`config.mk`:
```
export PLATFORM = sky130hd
export DESIGN_NAME = shadow_latch_bank
export DESIGN_NICKNAME = d
export VERILOG_FILES = /design/src/rtl/shadow_latch_bank_pkg.sv /design/src/rtl/shadow_latch_bank_latch_channel.sv /design/src/rtl/shadow_latch_bank.sv
export SDC_FILE = /design/constraint.sdc
export NUM_CORES = 1
export LEC_CHECK = 0
export CORE_ASPECT_RATIO = 1.5
export CORE_MARGIN = 3
export CORE_UTILIZATION = 50
export CTS_BUF_LIST = sky130_fd_sc_hd__clkbuf_2 sky130_fd_sc_hd__clkbuf_4 sky130_fd_sc_hd__clkbuf_8
export CTS_CLUSTER_SIZE = 14
export DETAILED_ROUTE_END_ITERATION = 8
export DONT_BUFFER_PORTS = 1
export SYNTH_ARGS = -nofsm -noshare
export SYNTH_HDL_FRONTEND = slang
export SYNTH_SLANG_ARGS = --single-unit
```
`constraint.sdc`:
```
create_clock -name clk -period 1.3 [get_ports clk]
set_clock_uncertainty 0.05 [all_clocks]
set_input_delay 0.13 -clock clk [delete_from_list [all_inputs] [get_ports clk]]
set_output_delay 0.13 -clock clk [all_outputs]
set_load 0.005 [all_outputs]
```
`src/rtl/shadow_latch_bank_pkg.sv`:
```
// Shared constants for the shadow latch bank: operating modes and default geometry.
package shadow_latch_bank_pkg;
  localparam int unsigned MODE_BUFFERED = 0;
  localparam int unsigned MODE_DIRECT   = 1;
  localparam int unsigned DEF_WIDTH     = 8;
  localparam int unsigned DEF_CHANNELS  = 4;
endpackage

```
`src/rtl/shadow_latch_bank_latch_channel.sv`:
```
// One channel of the bank: shadow word, output word, pending and sticky overrun flags.
module latch_channel
  import shadow_latch_bank_pkg::*;
#(
  parameter int unsigned       WIDTH   = DEF_WIDTH,
  parameter logic [WIDTH-1:0]  RST_VAL = '0,
  parameter int unsigned       MODE    = MODE_BUFFERED
) (
  input  logic             clk,
  input  logic             rst,
  input  logic [WIDTH-1:0] data,
  input  logic             load,
  input  logic             commit,
  output logic [WIDTH-1:0] d_out,
  output logic             pending,
  output logic             overrun
);

  if (MODE == MODE_DIRECT) begin : g_direct
    logic unused_commit;
    assign unused_commit = commit;
    assign pending = 1'b0;
    assign overrun = 1'b0;

    always_ff @(posedge clk) begin
      if (rst) begin
        d_out <= RST_VAL;
      end else if (load) begin
        d_out <= data;
      end
    end
  end else begin : g_buffered
    logic [WIDTH-1:0] shadow;

    always_ff @(posedge clk) begin
      if (rst) begin
        shadow  <= RST_VAL;
        d_out   <= RST_VAL;
        pending <= 1'b0;
        overrun <= 1'b0;
      end else begin
        if (load) begin
          shadow <= data;
        end
        // A commit drains the old shadow first, so a same-edge load is never an overrun.
        if (commit && pending) begin
          d_out   <= shadow;
          pending <= load;
          overrun <= 1'b0;
        end else if (load) begin
          pending <= 1'b1;
          if (pending) begin
            overrun <= 1'b1;
          end
        end
      end
    end
  end

endmodule

```
`src/rtl/shadow_latch_bank.sv`:
```
// Multi-channel double-buffered load latch with global atomic commit.
module shadow_latch_bank
  import shadow_latch_bank_pkg::*;
#(
  parameter int unsigned       WIDTH    = DEF_WIDTH,
  parameter int unsigned       CHANNELS = DEF_CHANNELS,
  parameter logic [WIDTH-1:0]  RST_VAL  = '0,
  parameter int unsigned       MODE     = MODE_BUFFERED
) (
  input  logic                      clk,
  input  logic                      rst,
  input  logic [WIDTH-1:0]          data,
  input  logic [CHANNELS-1:0]       load,
  input  logic                      commit,
  output logic [CHANNELS*WIDTH-1:0] d_out,
  output logic [CHANNELS-1:0]       pending,
  output logic [CHANNELS-1:0]       overrun,
  output logic                      commit_ack
);

  for (genvar i = 0; i < CHANNELS; i++) begin : g_ch
    latch_channel #(
      .WIDTH   (WIDTH),
      .RST_VAL (RST_VAL),
      .MODE    (MODE)
    ) u_ch (
      .clk     (clk),
      .rst     (rst),
      .data    (data),
      .load    (load[i]),
      .commit  (commit),
      .d_out   (d_out[i*WIDTH +: WIDTH]),
      .pending (pending[i]),
      .overrun (overrun[i])
    );
  end

  // pending is constant zero in direct mode, so the ack stays low there without special-casing.
  always_ff @(posedge clk) begin
    if (rst) begin
      commit_ack <= 1'b0;
    end else begin
      commit_ack <= commit & (|pending);
    end
  end

endmodule

```
==> results of run 1 <==
==> state kept, by name (all words and copies together), names as in the netlist <==
name                         count
g_ch.u_ch.g_buffered.shadow     32
g_ch.u_ch.pending                4
g_ch.u_ch.d_out                 32
commit_ack                       1
g_ch.u_ch.overrun                4
==> cell usage after synthesis <==
library cell   n  area [um2]
nor4_1         1       6.260
buf_4          9       67.56
a211oi_1       4       30.03
inv_1          4       15.01
dfxtp_1       73        1461
buf_6          5       56.30
nor3b_1        1       7.510
nor2_1        32       120.1
nand2b_1       4       25.02
a21oi_1        8       40.04
buf_2         22       110.1
a21oi_2       32       280.3
a21bo_1       32       320.3
mux2i_1       32       320.3
nand3_1       32       160.2
==> final timing paths <==
kind / slack [ns] / start / cells past startpoint / endpoint
worst min register to register: 0.41 / g_ch[0].u_ch.g_buffered.shadow[2]$_SDFFE_PP0P_ / 2 / g_ch[0].u_ch.d_out[2]$_SDFFE_PP0P_
worst max register to register: 0.07 / g_ch[3].u_ch.pending$_SDFFE_PP0P_ / 3 / g_ch[3].u_ch.pending$_SDFFE_PP0P_
worst max-delay path: 0.07 / g_ch[3].u_ch.pending$_SDFFE_PP0P_ / 3 / g_ch[3].u_ch.pending$_SDFFE_PP0P_
worst min-delay path: -0.21 / rst / 1 / g_ch[0].u_ch.d_out[0]$_SDFFE_PP0P_
==> cells in the final DEF, fill, tap and decap left out, drive strengths merged <==
cell          n
nand2b        4
a21oi        40
nor3b         1
mux2i        32
clkinv        3
buf           6
dfxtp        73
dlygate4sd3  33
nand3        32
a211oi        4
a21bo        32
clkbuf       13
nor4          1
inv           4
nor2         32
==> power by group <==
part           internal [mW]  leakage (nW)  total (mW)  switching, mW
Combinational          0.191         0.688       0.309          0.118
Sequential              2.33         0.598        2.38         0.0536
Clock                  0.831         0.100        1.62          0.791
Total                   3.35          1.39        4.31          0.963
==> metrics by stage <==
stage	instances	power, mW
finish	382	4.315
global route	382	4.496
global placement	333	2.650
detailed placement	333	2.656
floorplan	291	2.739
CTS	382	4.363
==> final cells by class <==
type	count	area share [%]
Clock buffer	13	4.845
Clock inverter	3	0.4372
Inverter	4	0.4372
Multi-Input combinational cell	178	38.14
Sequential cell	73	42.59
Tap cell	72	2.623
Timing Repair Buffer	39	10.93
==> repair_timing <==
item | CTS | global route
endpoints found under the setup margin | 0 | 1
setup buffers | 0 | 0
hold endpoints to repair | 73 | 40
gates resized for setup | 0 | 1
==> logic make-up (layout without fill, tap and decap cells) <==
family | count (synthesis) | count (layout) | synth area share (%)
AO/OA/AOI/OAI | 76 | 76 | 22.20
flip-flops | 73 | 73 | 48.38
AND/OR/NAND/NOR | 70 | 70 | 10.56
buffers and inverters | 40 | 59 | 8.243
multiplexers | 32 | 32 | 10.60
==> routing by layer <==
layer  up-vias  part of all wire, %  global-route usage, %
met2        47                   47                  30.59
li1       1018                    -                      -
met5         -                    0                      0
met1       973                   46                  22.83
met3         7                  5.4                  5.462
met4         0                  1.6                  8.120
==> summary.txt, run 1 <==
status -> finished with violations
violated checks -> hold timing
slowest library cell on the worst path -> dlygate4sd3_1
Die ar. -> 7029 um2
FF+latch count, synth -> 73
Clock Pin Slew Worst Setup and Hold Paths -> 0.08 ns
crit path cell chain -> nand2b_1 -> a21oi_1 -> dlygate4sd3_1
slowest stage delay, CP -> 0.56 ns
setup TNS -> 0 ns
clock latency on the worst-skew pair -> 0.34 ns
Post-Syn Instances -> 291
CTS tree -> built
Critical Path RT -> 1.53 ns
Syn Nets -> 306
Root Driver -> clkbuf_8
crit path launch type -> flip-flop
Finished Core Util -> 58.93%
Syn-to-layout area delta -> 13.71%
Fillers -> 535
share of layout cells above drive strength 1 -> 17.74%
clk sink count -> 73
final worst setup slack -> 0.06656 ns
Lkg Pwr -> 1.385 nW
routed len/inst -> 16.48 um
Starting Density -> 51.82%
placed inst area -> 2922 um2
DP HPWL -> 3.384 mm
Post-Synthesis Mean Instance Area -> 10.38 um2
Multi-input gate area -> 1310 um2
die height -> 101.2 um
Tmin final -> 1.233 ns
register area -> 1463 um2
setup violators final -> 0
Worst-Margin Slew -> 0.2200 ns
number of port buffers -> 0
power density over the cells -> 1256 nW/um2
total gr overflow -> 0
Total GRT Usage -> 18.65%
Worst Hold Class -> in -> reg
Max Buffers Root-to-Sink -> 2
WL final -> 6.296 mm
initial DRC count -> 109
vias in the first global route -> 2062
Die X -> 69.46 um
design area -> 3435 um2
Ports -> 56
Yosys cell types -> 15
largest net degree at the start of global routing -> 74
maximum VDD drop -> 692.5 uV
total iterations of the first detailed-routing run -> 6
Via Count -> 2045
initial antenna violation count -> 0
nets@finish -> 320
CP Data Arrival Time -> 1.46 ns
fin crit share -> 94.88%
critical path class -> reg -> reg
number of CTS-inserted buffers -> 9
fin. max-slew vios -> 0
first-pass GRT wire length -> 10.27 mm
ANT nets after route -> 0
CTS Hold Bufs -> 33
WHS -> -0.2085 ns
GPL Wtd Cong -> 0.6445
Rows -> 34
Via-to-Cell Ratio -> 5.353
CP max FO -> 5
core area -> 5828 um2
Rel. slew slack -> 85.20%
synth warn -> 0
CTS H-tree lvls -> 3
max frequency -> 810.7 MHz
CP Buf/Inv Count -> 1
pre-CTS WS -> 0.3391 ns
Crit. End Element -> flip-flop
ANT cells -> 0
Worst path top cell family by delay -> buffers and inverters
max cap viols -> 0
RSZ-0062 raised after global routing -> no
Synth Cell Area -> 3020 um2
final hold vios -> 40
sequential-to-total area share from yosys stat -> 48.38%
drc violations -> 0
Note: power is estimated with default switching activity, not from simulation.
==> run 2: changes to the inputs <==
--- a/config.mk
+++ b/config.mk
@@ -5,13 +5,15 @@
 export SDC_FILE = /design/constraint.sdc
 export NUM_CORES = 1
 export LEC_CHECK = 0
+export CAP_MARGIN = 0
 export CORE_ASPECT_RATIO = 1.5
 export CORE_MARGIN = 3
-export CORE_UTILIZATION = 50
+export CORE_UTILIZATION = 60
 export CTS_BUF_LIST = sky130_fd_sc_hd__clkbuf_2 sky130_fd_sc_hd__clkbuf_4 sky130_fd_sc_hd__clkbuf_8
 export CTS_CLUSTER_SIZE = 14
 export DETAILED_ROUTE_END_ITERATION = 8
 export DONT_BUFFER_PORTS = 1
+export PLACE_DENSITY = 0.76
 export SYNTH_ARGS = -nofsm -noshare
 export SYNTH_HDL_FRONTEND = slang
 export SYNTH_SLANG_ARGS = --single-unit
==> summary.txt, run 2 (synthesis results as in run 1) <==
status -> finished with violations
violated checks -> hold timing
power density over the cells -> 1237 nW/um2
initial DRC count -> 201
Reg-to-Reg End -> g_ch[3].u_ch.g_buffered.shadow[4]$_SDFFE_PP0P_
Critical Path RT -> 1.48 ns
Worst-Margin Slew -> 0.2389 ns
Rows -> 31
setup TNS -> 0 ns
met1 Use GR -> 29.45%
Syn-to-layout area delta -> 12.18%
WHS -> -0.1930 ns
WL final -> 6.013 mm
Placed Cells -> 327
Clock Pin Slew Worst Setup and Hold Paths -> 0.07 ns
Root Driver -> clkbuf_8
worst hold path stage count -> 1
initial antenna violation count -> 0
total iterations of the first detailed-routing run -> 4
clk sink count -> 73
Rel. slew slack -> 83.93%
setup repair bufs after CTS -> 0
ANT cells -> 0
biggest regs -> g_ch.u_ch.d_out x32, g_ch.u_ch.g_buffered.shadow x32
Ports -> 56
share of layout cells above drive strength 1 -> 17.38%
nets@finish -> 318
CP Data Arrival Time -> 1.43 ns
reg2reg path depth -> 3
vias in the first global route -> 2038
first-pass GRT wire length -> 10.28 mm
number of port buffers -> 0
Min-Delay Endpoint -> g_ch[0].u_ch.d_out[1]$_SDFFE_PP0P_
drc violations -> 0
maximum VDD drop -> 824.2 uV
total gr overflow -> 0
Starting Density -> 62.30%
met3 Track Usage GR -> 6.068%
max frequency -> 802.2 MHz
Tmin final -> 1.246 ns
die height -> 92.90 um
most common cell after layout, fill and taps aside -> dfxtp_1
number of CTS-inserted buffers -> 9
crit path cell chain -> mux2i_1 -> nor2_1 -> dlygate4sd3_1
non-filler cells, final -> 371
clock latency on the worst-skew pair -> 0.34 ns
reg2reg setup slack -> 0.05 ns
Worst Hold Class -> in -> reg
Die X -> 63.93 um
ANT nets after route -> 0
met2 Use GR -> 32.44%
critical path class -> reg -> reg
setup violators final -> 0
Max Buffers Root-to-Sink -> 2
crit path launch type -> flip-flop
core area -> 4848 um2
CTS H-tree lvls -> 3
slowest stage delay, CP -> 0.55 ns
largest net degree at the start of global routing -> 74
DP HPWL -> 3.321 mm
final hold vios -> 42
GPL Wtd Cong -> 0.7156
CTS tree -> built
Via Count -> 2070
RSZ-0062 raised after global routing -> no
Reg2Reg Launch Point -> g_ch[3].u_ch.g_buffered.shadow[4]$_SDFFE_PP0P_
Fillers -> 391
Die ar. -> 5939 um2
slowest library cell on the worst path -> dlygate4sd3_1
Via-to-Cell Ratio -> 5.580
fin crit share -> 95.88%
CTS Hold Bufs -> 33
Lkg Pwr -> 1.360 nW
max cap viols -> 0
Crit. End Element -> flip-flop
fin. max-slew vios -> 0
GR peak layer -> met2
Total GRT Usage -> 22.49%
CP max FO -> 2
Hold Startpoint -> rst
routed len/inst -> 16.21 um
==> run 2: cell types whose count changed in the layout (fill, tap and decap cells not counted), sizes merged <==
cell	previous run	this run
clkbuf	13	12
clkinv	3	1
dlygate4sd3	33	31
==> run 2: critical path: cells and delay by family (launching register included) <==
| family | cells | cell delay (ns) |
|---|---|---|
| buf+inv | 1 | 0.55 |
| flops | 1 | 0.33 |
| mux | 1 | 0.15 |
| simple gates | 1 | 0.06 |
==> run 2: area by class of cell <==
| class | count | area [um2] | share of cell area [%] |
|---|---|---|---|
| tap | 66 | 82.58 | 2.437 |
| inverter | 4 | 15.01 | 0.4431 |
| timing repair buffer | 37 | 359.1 | 10.60 |
| multi-input combinational | 178 | 1310 | 38.66 |
| clock buffer | 12 | 152.6 | 4.505 |
| sequential | 73 | 1464 | 43.21 |
| clock inverter | 1 | 5.005 | 0.1477 |
==> run 2: worst max path at each step <==
stage | from | endpoint | slack [ns] | cells past startpoint
after CTS | g_ch[1].u_ch.pending$_SDFFE_PP0P_ | pending[1] | 0.04 | 2
after global placement | g_ch[3].u_ch.pending$_SDFFE_PP0P_ | g_ch[3].u_ch.overrun$_SDFFE_PP0P_ | 0.35 | 3
final | g_ch[3].u_ch.g_buffered.shadow[4]$_SDFFE_PP0P_ | g_ch[3].u_ch.g_buffered.shadow[4]$_SDFFE_PP0P_ | 0.05 | 3
after global routing | g_ch[3].u_ch.g_buffered.shadow[4]$_SDFFE_PP0P_ | g_ch[3].u_ch.g_buffered.shadow[4]$_SDFFE_PP0P_ | 0.007 | 3
after detailed placement | g_ch[3].u_ch.pending$_SDFFE_PP0P_ | g_ch[3].u_ch.d_out[5]$_SDFFE_PP0P_ | 0.30 | 3
after floorplan | g_ch[3].u_ch.pending$_SDFFE_PP0P_ | commit_ack$_SDFF_PP0_ | 0.35 | 3
==> run 2: stage by stage <==
step	total power [mW]	area [um2]	setup WS, ns	utilization, %	hold slack [ns]
2_1_floorplan	2.739	3020	0.3522	-	0.2271
3_3_place_gp	2.646	2914	0.3498	60.10	0.1499
3_5_place_dp	2.655	2914	0.2986	60.10	0.1520
4_1_cts	4.229	3402	0.04068	70.17	-0.2161
5_1_grt	4.369	3388	0.006743	69.88	-0.2209
6_report	4.191	3388	0.05350	69.88	-0.1930
==> run 2: report_power, final <==
| part | switching, mW | internal (mW) | total (mW) | leakage, nW |
|---|---|---|---|---|
| logic | 0.116 | 0.188 | 0.303 | 0.677 |
| registers | 0.0540 | 2.33 | 2.39 | 0.598 |
| clock network | 0.749 | 0.753 | 1.50 | 0.0850 |
==> run 2: repair_timing <==
action	CTS	global route
endpoints found under the hold margin	73	42
setup endpoints to repair	0	4
resized for setup	0	3
==> run 2: layer usage <==
| metal | up-vias | share of wire [%] |
|---|---|---|
| met5 | - | 0 |
| met3 | 13 | 5.3 |
| li1 | 1013 | - |
| met1 | 989 | 45 |
| met2 | 55 | 47 |
| met4 | 0 | 3.2 |
